--- src/rtl/led_ctrl_pkg.sv ---
// ---------------------------------------------------------------------------
// led_ctrl_pkg
// Shared definitions for the key-driven LED controller.
//   mode_t     : 2-bit LED mode encoding seen on mode_out
//   next_mode  : the mode a single key press advances to (wraps FAST -> OFF)
// ---------------------------------------------------------------------------
package led_ctrl_pkg;

    typedef enum logic [1:0] {
        MODE_OFF        = 2'd0,
        MODE_ON         = 2'd1,
        MODE_BLINK_SLOW = 2'd2,
        MODE_BLINK_FAST = 2'd3
    } mode_t;

    function automatic mode_t next_mode(input mode_t m);
        mode_t n;
        case (m)
            MODE_OFF:        n = MODE_ON;
            MODE_ON:         n = MODE_BLINK_SLOW;
            MODE_BLINK_SLOW: n = MODE_BLINK_FAST;
            default:         n = MODE_OFF;
        endcase
        return n;
    endfunction

endpackage

--- src/rtl/key_filter.sv ---
// ---------------------------------------------------------------------------
// key_filter
// Two-flop synchronizer plus debounce for an active-low push key.
// Ports:
//   sys_clk     in   clock, rising edge
//   sys_rst     in   synchronous active-high reset
//   key_in      in   raw asynchronous key, pressed = 0
//   key_stable  out  debounced key level (idle = 1)
//   fall_pulse  out  one-cycle pulse when key_stable goes 1 -> 0
//   rise_pulse  out  one-cycle pulse when key_stable goes 0 -> 1
// ---------------------------------------------------------------------------
module key_filter #(
    parameter logic [19:0] CNT_DEBOUNCE = 20'd999_999
) (
    input  logic sys_clk,
    input  logic sys_rst,
    input  logic key_in,
    output logic key_stable,
    output logic fall_pulse,
    output logic rise_pulse
);

    logic        sync1;
    logic        sync2;
    logic [19:0] deb_cnt;

    always_ff @(posedge sys_clk) begin
        if (sys_rst) begin
            sync1      <= 1'b1;
            sync2      <= 1'b1;
            key_stable <= 1'b1;
            deb_cnt    <= '0;
            fall_pulse <= 1'b0;
            rise_pulse <= 1'b0;
        end else begin
            // synchronizer stage
            sync1      <= key_in;
            sync2      <= sync1;
            fall_pulse <= 1'b0;
            rise_pulse <= 1'b0;
            // debounce stage: any sample matching the accepted level restarts the count
            if (sync2 == key_stable) begin
                deb_cnt <= '0;
            end else if (deb_cnt == CNT_DEBOUNCE - 20'd1) begin
                deb_cnt    <= '0;
                key_stable <= sync2;
                fall_pulse <= ~sync2;
                rise_pulse <= sync2;
            end else begin
                deb_cnt <= deb_cnt + 20'd1;
            end
        end
    end

endmodule

--- src/rtl/key_led_ctrl.sv ---
// ---------------------------------------------------------------------------
// key_led_ctrl
// One push key cycles an LED through OFF -> ON -> BLINK_SLOW -> BLINK_FAST.
// Ports:
//   sys_clk      in   clock, rising edge
//   sys_rst      in   synchronous active-high reset
//   key_in       in   raw asynchronous key, pressed = 0
//   led_out      out  LED drive, 1 = lit (registered)
//   mode_out     out  current mode, see led_ctrl_pkg::mode_t (registered)
//   press_pulse  out  one-cycle pulse per accepted mode-advance event (registered)
// Optional feature macro: KEY_LONGPRESS_EN
//   defined   : a press advances the mode on release; holding CNT_LONG cycles
//               forces OFF instead and that release is swallowed.
//   undefined : a press advances the mode on the debounced falling edge.
// ---------------------------------------------------------------------------
module key_led_ctrl
    import led_ctrl_pkg::*;
#(
    parameter logic [19:0] CNT_DEBOUNCE   = 20'd999_999,
    parameter logic [24:0] CNT_BLINK_SLOW = 25'd24_999_999,
    parameter logic [24:0] CNT_BLINK_FAST = 25'd4_999_999,
    parameter logic [26:0] CNT_LONG       = 27'd99_999_999
) (
    input  logic       sys_clk,
    input  logic       sys_rst,
    input  logic       key_in,
    output logic       led_out,
    output logic [1:0] mode_out,
    output logic       press_pulse
);

    logic        key_stable;
    logic        key_fall;
    logic        key_rise;
    mode_t       mode;
    logic        led;
    logic [24:0] blink_cnt;
    logic [24:0] blink_lim;

    key_filter #(
        .CNT_DEBOUNCE(CNT_DEBOUNCE)
    ) u_key_filter (
        .sys_clk    (sys_clk),
        .sys_rst    (sys_rst),
        .key_in     (key_in),
        .key_stable (key_stable),
        .fall_pulse (key_fall),
        .rise_pulse (key_rise)
    );

    always_comb begin
        blink_lim = '0;
        case (mode)
            MODE_BLINK_SLOW: blink_lim = CNT_BLINK_SLOW - 25'd1;
            MODE_BLINK_FAST: blink_lim = CNT_BLINK_FAST - 25'd1;
            default:         blink_lim = '0;
        endcase
    end

`ifdef KEY_LONGPRESS_EN
    logic [26:0] long_cnt;
    logic        long_hit;
    logic        long_fire;
    logic        unused_key_fall;

    assign unused_key_fall = key_fall;
    // Fires on the CNT_LONG-th cycle of a stable-low key, at most once per press.
    assign long_fire = !key_stable && !long_hit && (long_cnt == CNT_LONG - 27'd1);
`else
    logic        long_fire;
    logic        unused_key_rise;

    assign unused_key_rise = key_rise;
    assign long_fire       = 1'b0;
`endif

    always_ff @(posedge sys_clk) begin
        if (sys_rst) begin
            mode        <= MODE_OFF;
            led         <= 1'b0;
            blink_cnt   <= '0;
            press_pulse <= 1'b0;
`ifdef KEY_LONGPRESS_EN
            long_cnt    <= '0;
            long_hit    <= 1'b0;
`endif
        end else begin
            // press qualification stage
`ifdef KEY_LONGPRESS_EN
            press_pulse <= key_rise & ~long_hit;
            if (key_stable) begin
                long_cnt <= '0;
                long_hit <= 1'b0;
            end else if (!long_hit) begin
                if (long_fire) begin
                    long_hit <= 1'b1;
                    long_cnt <= '0;
                end else begin
                    long_cnt <= long_cnt + 27'd1;
                end
            end
`else
            press_pulse <= key_fall;
`endif
            // mode / blink stage; blinking is frozen while the key is held
            if (long_fire) begin
                mode      <= MODE_OFF;
                led       <= 1'b0;
                blink_cnt <= '0;
            end else if (press_pulse) begin
                mode      <= next_mode(mode);
                led       <= (next_mode(mode) != MODE_OFF);
                blink_cnt <= '0;
            end else if ((mode == MODE_BLINK_SLOW || mode == MODE_BLINK_FAST) && key_stable) begin
                if (blink_cnt == blink_lim) begin
                    led       <= ~led;
                    blink_cnt <= '0;
                end else begin
                    blink_cnt <= blink_cnt + 25'd1;
                end
            end
        end
    end

    assign led_out  = led;
    assign mode_out = mode;

endmodule

--- config.mk ---
export PLATFORM = sky130hd
export DESIGN_NAME = key_led_ctrl
export DESIGN_NICKNAME = d
export VERILOG_FILES = /design/src/rtl/led_ctrl_pkg.sv /design/src/rtl/key_filter.sv /design/src/rtl/key_led_ctrl.sv
export SDC_FILE = /design/constraint.sdc
export NUM_CORES = 1
export LEC_CHECK = 0
export CAP_MARGIN = 20
export CORE_ASPECT_RATIO = 0.5
export CORE_UTILIZATION = 60
export DETAILED_ROUTE_END_ITERATION = 6
export HOLD_SLACK_MARGIN = 0.1
export PLACE_DENSITY = 0.83
export SYNTH_ARGS = -nofsm -noshare
export SYNTH_HDL_FRONTEND = slang
export SYNTH_SLANG_ARGS = --single-unit
--- constraint.sdc ---
create_clock -name sys_clk -period 4.1 [get_ports sys_clk]
set_clock_uncertainty 0.05 [all_clocks]
set_input_delay 0.82 -clock sys_clk [delete_from_list [all_inputs] [get_ports sys_clk]]
set_output_delay 0.82 -clock sys_clk [all_outputs]
set_load 0.01 [all_outputs]
==> results.toml, run 1 <==
[sta]
fmax_ghz = 0.372
worst_slew_pin_slew_ns = 0.787
post-route-period-util_pct = 65.6
setup_ws_ns = 1.41
finalSetupTns_ns = 0
final_hold_viol_count = 0
maxSlewViolCount = 0
rsz0062_at_grt = "false"
hold_slack_ns = 0.375
period_minus_slack_ns = 2.69
relSlewSlack_pct = 47.3
setup_violations = 0

[logic_synthesis]
synth_most_common_cell = "nor2_1"
synth.area.top_cells = "dfxtp_1, xor2_1, nor2_1, xnor2_1, nand4_1"
synth_top_area_cell = "dfxtp_1"
yosysSeqAreaShare_pct = 42.7
syn_area_per_cell_um2 = 8.84
syn_area_um2 = 2480
synth_flop_cell = "dfxtp_1"
netlist_instances = 281
ys_types = 38
synth_top_area_share_pct = 42.7
syn_nets = 292
synth-async-reset-ratio_pct = 0
synth_common_cells = "nor2_1, dfxtp_1, xor2_1"
synth_edf_count = 0
ys_ff_latch = 53
yosys_warnings = 0

[clocking]
clock_sinks = 53
hold_buffers = 0
cts-resized-gates = 0
cts_max_path_buffers = 2
clock-root-buffer = "clkbuf_8"
cts_tree = "built"
cts_buffers = 5
clkTransAtPathRegs_ns = 0.09
clock_latency_ns = 0.30
cts_setup_buffers = 0
htreeDepth = 2

[floorplanning]
num_io_pins = 7
coreArea_um2 = 3940
die_h_um = 47.5
initial_core_util_pct = 63.0
die-area_um2 = 4420
row_count = 16
die_x_um = 93.0

[placed_design]
place.gp.congestion = 0.801
dp_slack_ns = 1.46
place_hpwl_mm = 3.11
portBuffers = 6

[route]
first_iter_violations = 86
via_per_inst = 5.58
first_pass_iters = 4
met3_length_um = 141
drt-met1-wl_mm = 2.21
top_layer = "met4"
via_count = 1910
drc_errors = 0
drtAntennaViolNets = 0
finalWirelength_mm = 4.52
avgRoutedWirePerCell_um = 13.2
wl_met2_mm = 2.14

[cells_and_area]
nets = 298
num_antenna_cells = 0
area_delta_synth_final_pct = 8.11
nFillCells = 316
post-route-util_pct = 68.1
drive_above_1_share_pct = 6.25

[power]
leakagePower_uw = 0.000904
p_total_uw = 893
pwr_density_cell_nw_per_um2 = 333
vdd_ir_drop_max_v = 0.000207

[grt]
grt_pass1_wl_mm = 7.11
grt_max_degree = 26
grt_overflow = 0
antenna_found_initial = 0
track_usage_pct = 20.9
grt_pass1_vias = 1600

[critical_path]
criticalPathCategory = "register to register"
cp_max_fo = 25
cp_data_required_time_ns = 4.22
slowest_stage = "o21ai_4"
crit_path_end_kind = "register"
crit_family = "simple AND/OR/NAND/NOR gates"
cp-start-kind = "register"
worstPathArrival_ns = 2.81
cp_num_buf_inv = 1
cp_slowest_stage_delay_ns = 0.59
crit_chain = "inv_1 -> ha_1 -> or4_1 -> nor4_1 -> o2111ai_2 -> o21ai_4 -> nor2_1"

[flow_run]
maxCapViolations = 0

[worst_hold_path]
hold_class = "register to register"

[run_status]
status = "complete, no violations"
[worst reg2reg max path, stage by stage, from the launching register on]
cell	delay (ns)
dfxtp_1	0.43
inv_1	0.12
ha_1	0.29
or4_1	0.48
nor4_1	0.26
o2111ai_2	0.23
o21ai_4	0.59
nor2_1	0.12
[sequential cells by signal, summed over array words and instances, names as in the netlist]
register / cells
u_key_filter.sync1: 1
led_out: 1
press_pulse: 1
mode_out: 2
u_key_filter.fall_pulse: 1
u_key_filter.key_stable: 1
u_key_filter.sync2: 1
blink_cnt: 25
u_key_filter.deb_cnt: 20
[cells by family (layout without fill, tap and decap cells)]
logic type | after synthesis | count (layout) | synth area share (%)
and+or+nand+nor | 150 | 150 | 30.8
DFF | 53 | 53 | 42.7
xor gates and xnor gates | 42 | 42 | 14.8
AOI/OAI and AO/OA | 14 | 14 | 4.38
buffers and inverters | 12 | 19 | 2.47
adders and majority gates | 8 | 8 | 4.03
muxes | 2 | 2 | 0.806
[final cells by class]
cell class	count	area (µm²)	share of cell area, %
Clock buffer	7	86.3	3.21
Clock inverter	1	30.0	1.12
Inverter	5	18.8	0.699
Timing Repair Buffer	6	60.1	2.24
Tap cell	54	67.6	2.52
Multi-Input combinational cell	216	1360	50.7
Sequential cell	53	1060	39.5
[report_power, final]
part / internal (µW) / switching, µW
registers: 515 / 0.958
clock network: 199 / 166
logic: 3.71 / 7.60
total: 718 / 175
[worst paths after layout]
check / start / to / slack (ns) / cells past startpoint
worst min-delay path: u_key_filter.sync1 / u_key_filter.sync2 / 0.37 / 1
worst min register to register: u_key_filter.sync1 / u_key_filter.sync2 / 0.37 / 1
worst max register to register: mode_out[0] / blink_cnt[7] / 1.41 / 7
worst max-delay path: mode_out[0] / blink_cnt[7] / 1.41 / 7
[routing by layer]
layer  up-vias  track usage [%]
met4         0             5.54
li1        980                -
met1       908             27.2
met2        17             36.3
met5         -                0
met3         5             5.24
[through the flow]
| stage | cells | instance area, µm² |
|---|---|---|
| CTS | 342 | 2690 |
| floorplan | 281 | 2480 |
| detailed placement | 334 | 2570 |
| global placement | 334 | 2570 |
| global route | 342 | 2690 |
| finish | 342 | 2690 |
[layout by cell type, fill, tap and decap left out, drive strengths merged, types with 2 or more instances in the layout]
| cell | instances |
|---|---|
| nor2 | 59 |
| dfxtp | 53 |
| xor2 | 27 |
| nand2 | 20 |
| nand4 | 18 |
| xnor2 | 15 |
| nand3 | 14 |
| nor3 | 10 |
| ha | 8 |
| and4 | 7 |
| clkbuf | 7 |
| clkdlybuf4s50 | 6 |
| nor4 | 6 |
| inv | 5 |
| and3 | 5 |
| o21ai | 5 |
| or4 | 2 |
| o21a | 2 |
| mux2i | 2 |
| a21oi | 2 |
| or2 | 2 |
(Power assumes the default switching activity.)
==> run 2: changes to the inputs <==
--- a/config.mk
+++ b/config.mk
@@ -7,10 +7,10 @@
 export LEC_CHECK = 0
 export CAP_MARGIN = 20
 export CORE_ASPECT_RATIO = 0.5
-export CORE_UTILIZATION = 60
+export CORE_UTILIZATION = 54
 export DETAILED_ROUTE_END_ITERATION = 6
 export HOLD_SLACK_MARGIN = 0.1
-export PLACE_DENSITY = 0.83
+export PLACE_DENSITY = 0.79
 export SYNTH_ARGS = -nofsm -noshare
 export SYNTH_HDL_FRONTEND = slang
 export SYNTH_SLANG_ARGS = --single-unit
==> constraint.sdc (replaced) <==
create_clock -name sys_clk -period 2.3 [get_ports sys_clk]
set_clock_uncertainty 0.05 [all_clocks]
set_input_delay 0.46 -clock sys_clk [delete_from_list [all_inputs] [get_ports sys_clk]]
set_output_delay 0.46 -clock sys_clk [all_outputs]
set_load 0.01 [all_outputs]
==> results.toml, run 2 (synthesis gave the netlist of run 1 again) <==
[critical_path]
cp_max_fo = 6
cp-startpoint = "mode_out[0]"
r2r-start = "mode_out[0]"
criticalPathCategory = "register to register"
crit_path_end_kind = "register"
cp-start-kind = "register"
cp_data_required_time_ns = 2.45
worstPathArrival_ns = 2.40

[grt]
use_met3_pct = 5.11
grt_pass1_wl_mm = 8.36
antenna_found_initial = 0
grt_max_degree = 23
track_usage_pct = 22.0
grt_busiest_layer = "met2"
grt_pass1_vias = 1871
met2_usage_pct = 38.5
grt_overflow = 0
grt_util_met1_pct = 25.9

[route]
finalWirelength_mm = 5.02
avgRoutedWirePerCell_um = 14.1
via_per_inst = 5.65
first_iter_violations = 99
via_count = 2016
drtAntennaViolNets = 0
drc_errors = 0
first_pass_iters = 4

[sta]
fmax_ghz = 0.446
period_minus_slack_ns = 2.24
relSlewSlack_pct = 65.4
final_hold_viol_count = 0
setup_violations = 0
post-route-period-util_pct = 97.6
worst_slew_pin_slew_ns = 0.517
maxSlewViolCount = 0

[placed_design]
placed_cell_area_um2 = 2650
portBuffers = 6
dp_cells = 345
place.gp.congestion = 0.841
place_hpwl_mm = 3.42

[cells_and_area]
fin_area_um2 = 2850
regArea_um2 = 1060
mostFrequentLayoutCells = "nor2_1, dfxtp_1, xor2_1"
largest_reg_flops = 25
nFillCells = 355
finalNonFillerCells = 357
area_delta_synth_final_pct = 14.8
drive_above_1_share_pct = 12.7
multi_input_area_um2 = 1420
largest-register = "blink_cnt"
num_antenna_cells = 0
nets = 311
layout_commonest_cell = "nor2_1"

[worst_hold_path]
hold_class = "register to register"
hp-start = "u_key_filter.sync1"

[floorplanning]
initial_core_util_pct = 56.4
die_h_um = 50.0
coreArea_um2 = 4400
row_count = 17
die-area_um2 = 4890
die_x_um = 97.9
num_io_pins = 7

[clocking]
htreeDepth = 2
hold_buffers = 0
cts_max_path_buffers = 2
clock_sinks = 53
clock_latency_ns = 0.31
cts_buffers = 5
clock-root-buffer = "clkbuf_8"
clkTransAtPathRegs_ns = 0.08
cts_tree = "built"

[flow_run]
maxCapViolations = 0

[power]
vdd_ir_drop_max_v = 0.000250
pwr_density_cell_nw_per_um2 = 518
leakagePower_uw = 0.000991

[run_status]
status = "complete, no violations"
[run 2: cell count changes in the layout (fill, tap and decap cells not counted), sizes merged]
cell and change:
buf +12, clkbuf +1, bufinv -1
[run 2: timing repair]
item                                    CTS  global route
gates cloned                              0             2
gates resized for setup                   1            12
endpoints found under the setup margin    3            23
hold endpoints to repair                  0             0
buffers inserted                          0             3
pin swaps                                 0             3
[run 2: per-layer routing]
layer | routed length [µm] | vias up
met4 | 113 | 0
met3 | 225 | 16
met1 | 2250 | 945
met2 | 2430 | 49
li1 | - | 1006
met5 | 0 | -
[run 2: worst paths after layout]
path | endpoint | slack (ns) | cells past startpoint
setup reg to reg | blink_cnt[11] | 0.06 | 8
setup / recovery | blink_cnt[11] | 0.06 | 8
hold / removal | u_key_filter.sync2 | 0.38 | 1
hold reg to reg | u_key_filter.sync2 | 0.38 | 1
[run 2: area by class of cell]
cell class / count / area share [%]
Sequential cell: 53 / 37.3
Tap cell: 57 / 2.50
Clock buffer: 7 / 3.03
Inverter: 5 / 0.746
Timing Repair Buffer: 19 / 6.71
Multi-Input combinational cell: 216 / 49.7
[run 2: stage by stage]
step	hold WS, ns	setup slack (ns)	util (%)	setup TNS, ns	power [µW]
global placement	0.348	0.131	60.1	0	967
CTS	0.387	0.0611	62.2	0	1480
global route	0.405	-0.0344	64.8	-0.410	1540
floorplan	0.339	0.00451	-	0	960
finish	0.382	0.0562	64.8	0	1480
detailed placement	0.370	0.00193	60.1	0	967
[run 2: worst max-delay path, stage by stage (launching register included)]
cell       delay, ns
dfxtp_2         0.34
buf_4           0.14
ha_4            0.15
or4_4           0.42
nor4_4          0.27
o2111ai_2       0.19
o21ai_4         0.32
clkbuf_16       0.21
nor2_1          0.04
[run 2: power by group]
group          switching [µW]  total (µW)  leakage, µW  internal (µW)
logic                    17.3        34.2     0.000519           16.9
clock network             283         522    0.0000443            239
registers                1.62         920     0.000428            919
==> patch (config.mk and constraints of run 2) <==
Put one more register stage on the output `mode_out`. The value now appears one clock later. The other outputs are not delayed to match. Comments in the files are not updated.
--- a/src/rtl/key_led_ctrl.sv
+++ b/src/rtl/key_led_ctrl.sv
@@ -125,3 +125,5 @@
     assign led_out  = led;
-    assign mode_out = mode;
+    always_ff @(posedge sys_clk) begin
+        mode_out <= mode;
+    end
 
Behaviour: same outputs for any inputs over 10 cycles, from zero or initial values and one cycle with sys_rst high; that may be too few to reach the edited logic, so the function may still have changed.
==> patch against run 2 <==
Synthesized area increased by 3.1%. Critical path depth decreased by 1. Combinational power decreased by 31%. First-iteration DRC count decreased by 62%. Cell area decreased by 3.7%. Sequential power increased by 3.8%. Routed wire length decreased by 15%. Sequential cell count increased by 2. Setup slack improved by 0.17 ns. Non-clock buffer count decreased by 12. Total power increased by 2.8%. Largest power group unchanged.
==> patch: results (changes against run 2) <==
Run status
  – Outcome: completed

GRT
  – M2 GR Usage: 31.60% (-6.9 points)
  – GR Util All Layers: 18.65% (-3.3 points)
  – Met1 Resource Use GR: 23.58% (-2.3 points)
  – Met3 usage: 4.596% (-0.51 points)
  – Vias in the first global route: 1682 (-10%)
  – Pin count of the biggest net entering global routing: 25 (+8.7%)
  – First-pass GRT wire length: 7417 um (-11%)
  – Initial antenna violation count: 0 (unchanged)

Worst setup path
  – Arrival @ worst endpoint: 2.21 ns (-0.19 ns)
  – RR Endpoint: blink_cnt[0]
  – Max stage delay on crit path: 0.41 ns
  – Slowest CP cell: dfxtp_1
  – WS Path Type: reg2reg
  – Reg-to-Reg Start: mode[0]
  – Critical path fanouts, max: 24 (+18)

Clock tree
  – CTS resizes: 0 (-1)
  – Setup bufs post-CTS: 0 (unchanged)
  – Max H-tree Level: 2 (unchanged)
  – Worst-skew pair later-pin latency: 0.31 ns (about the same)
  – CTS Buf Count: 5 (unchanged)
  – Clock transition at path regs: 0.10 ns (+0.02 ns)
  – Sinks on the clock net: 55 (+3.8%)
  – Max clock buf depth: 2 (unchanged)
  – Root Driver: clkbuf_8

Logic synthesis
  – Sequential area share after synthesis: 42.97% (+0.27 points)
  – Syn_nets: 287 (-1.7%)
  – Post-synth top cells: dfxtp_1 (55), nor2_1 (42), xor2_1 (27)
  – Cell variety after synth: 39 (+2.6%)
  – Top cells by area, synth: dfxtp_1 (43%), xor2_1 (9.2%), nor2_1 (6.2%)
  – Synth Warn #: 0 (unchanged)
  – Post-Synthesis Cells: 276 (-1.8%)

Placement
  – Placed Cells: 334 (-3.2%)
  – DP Wirelength: 2997 um (-12%)
  – Place WS: 0.2208 ns (+0.2189 ns)
  – Routability congestion estimate: 0.7819 (-7.0%)

Min path
  – HP Class: reg2reg

Routing
  – Iter 0 DRT Violations: 38 (-62%)
  – Iteration count of the initial detailed-routing pass: 4 (unchanged)
  – Met3 WL: 89 um (-60%)
  – Top Metal Used: met4
  – Via density: 5.333 (-5.6%)
  – Routed WL per cell: 12.47 um (-11%)
  – Met2 wire length: 2047 um (-16%)
  – Wl on met1: 2100 um (-6.7%)

Layout
  – Fraction of layout instances using a drive strength above 1: 14.04% (+1.4 points)
  – Fin nets: 295 (-5.1%)
  – Non-filler cells, final: 342 (-4.2%)
  – Biggest regs: blink_cnt x25, u_key_filter.deb_cnt x20

STA
  – Tmin final: 2.072 ns (-0.1716 ns)
  – Max-slew headroom: 65.80% (+0.41 points)

Pwr
  – Lkg Pwr: 0.9417 nW (-5.0%)
  – Peak supply drop: 0.0002955 V (+18%)
-- patch: changes by cell type after synthesis, moves of 3 or more --
cell	run 2	this run
nor2_1	56	42
and4_1	6	3
nor2_2	3	20
and3_1	5	2
nand4_1	18	12
-- patch: cell type report --
| cell class | instances | area (um^2) |
|---|---|---|
| fill | 398 | 1720 |
| tap | 57 | 71.32 |
| timing repair buffer | 7 | 67.56 |
| multi-input combinational | 209 | 1393 |
| sequential | 55 | 1101 |
| clock inverter | 3 | 22.52 |
| clock buffer | 5 | 68.82 |
| inverter | 6 | 22.52 |
-- patch: logic make-up (layout without fill, tap and decap cells) --
family / count (synthesis) / after routing / synth area share, %
compound gates: 10 / 10 / 3.076
xor+xnor: 44 / 44 / 15.04
fa+ha+maj: 8 / 8 / 3.906
buf+inv: 12 / 21 / 3.027
flops: 55 / 55 / 42.97
mux: 3 / 3 / 1.172
simple gates: 144 / 144 / 30.81
-- patch: through the flow --
stage | instance area, um^2 | total power [mW]
floorplan | 2562 | 1.002
finish | 2746 | 1.518
global route | 2746 | 1.581
detailed placement | 2646 | 1.001
global placement | 2646 | 1.001
CTS | 2738 | 1.536
-- patch: worst min-delay path by stage --
stage | slack, ns | end | start | cells after the start
global placement | 0.34 | mode_out[0] | mode[0] | 0
global route | 0.39 | mode_out[0] | mode[0] | 0
finish | 0.37 | mode_out[0] | mode[0] | 0
CTS | 0.38 | mode_out[0] | mode[0] | 0
detailed placement | 0.35 | u_key_filter.sync2 | u_key_filter.sync1 | 1
floorplan | 0.33 | mode_out[0] | mode[0] | 0
-- patch: power by group --
group          internal [mW]  switching, mW  total (mW)
combinational        0.00699         0.0166      0.0236
sequential             0.954        0.00176       0.955
clock                  0.219          0.320       0.539
total                   1.18          0.338        1.52
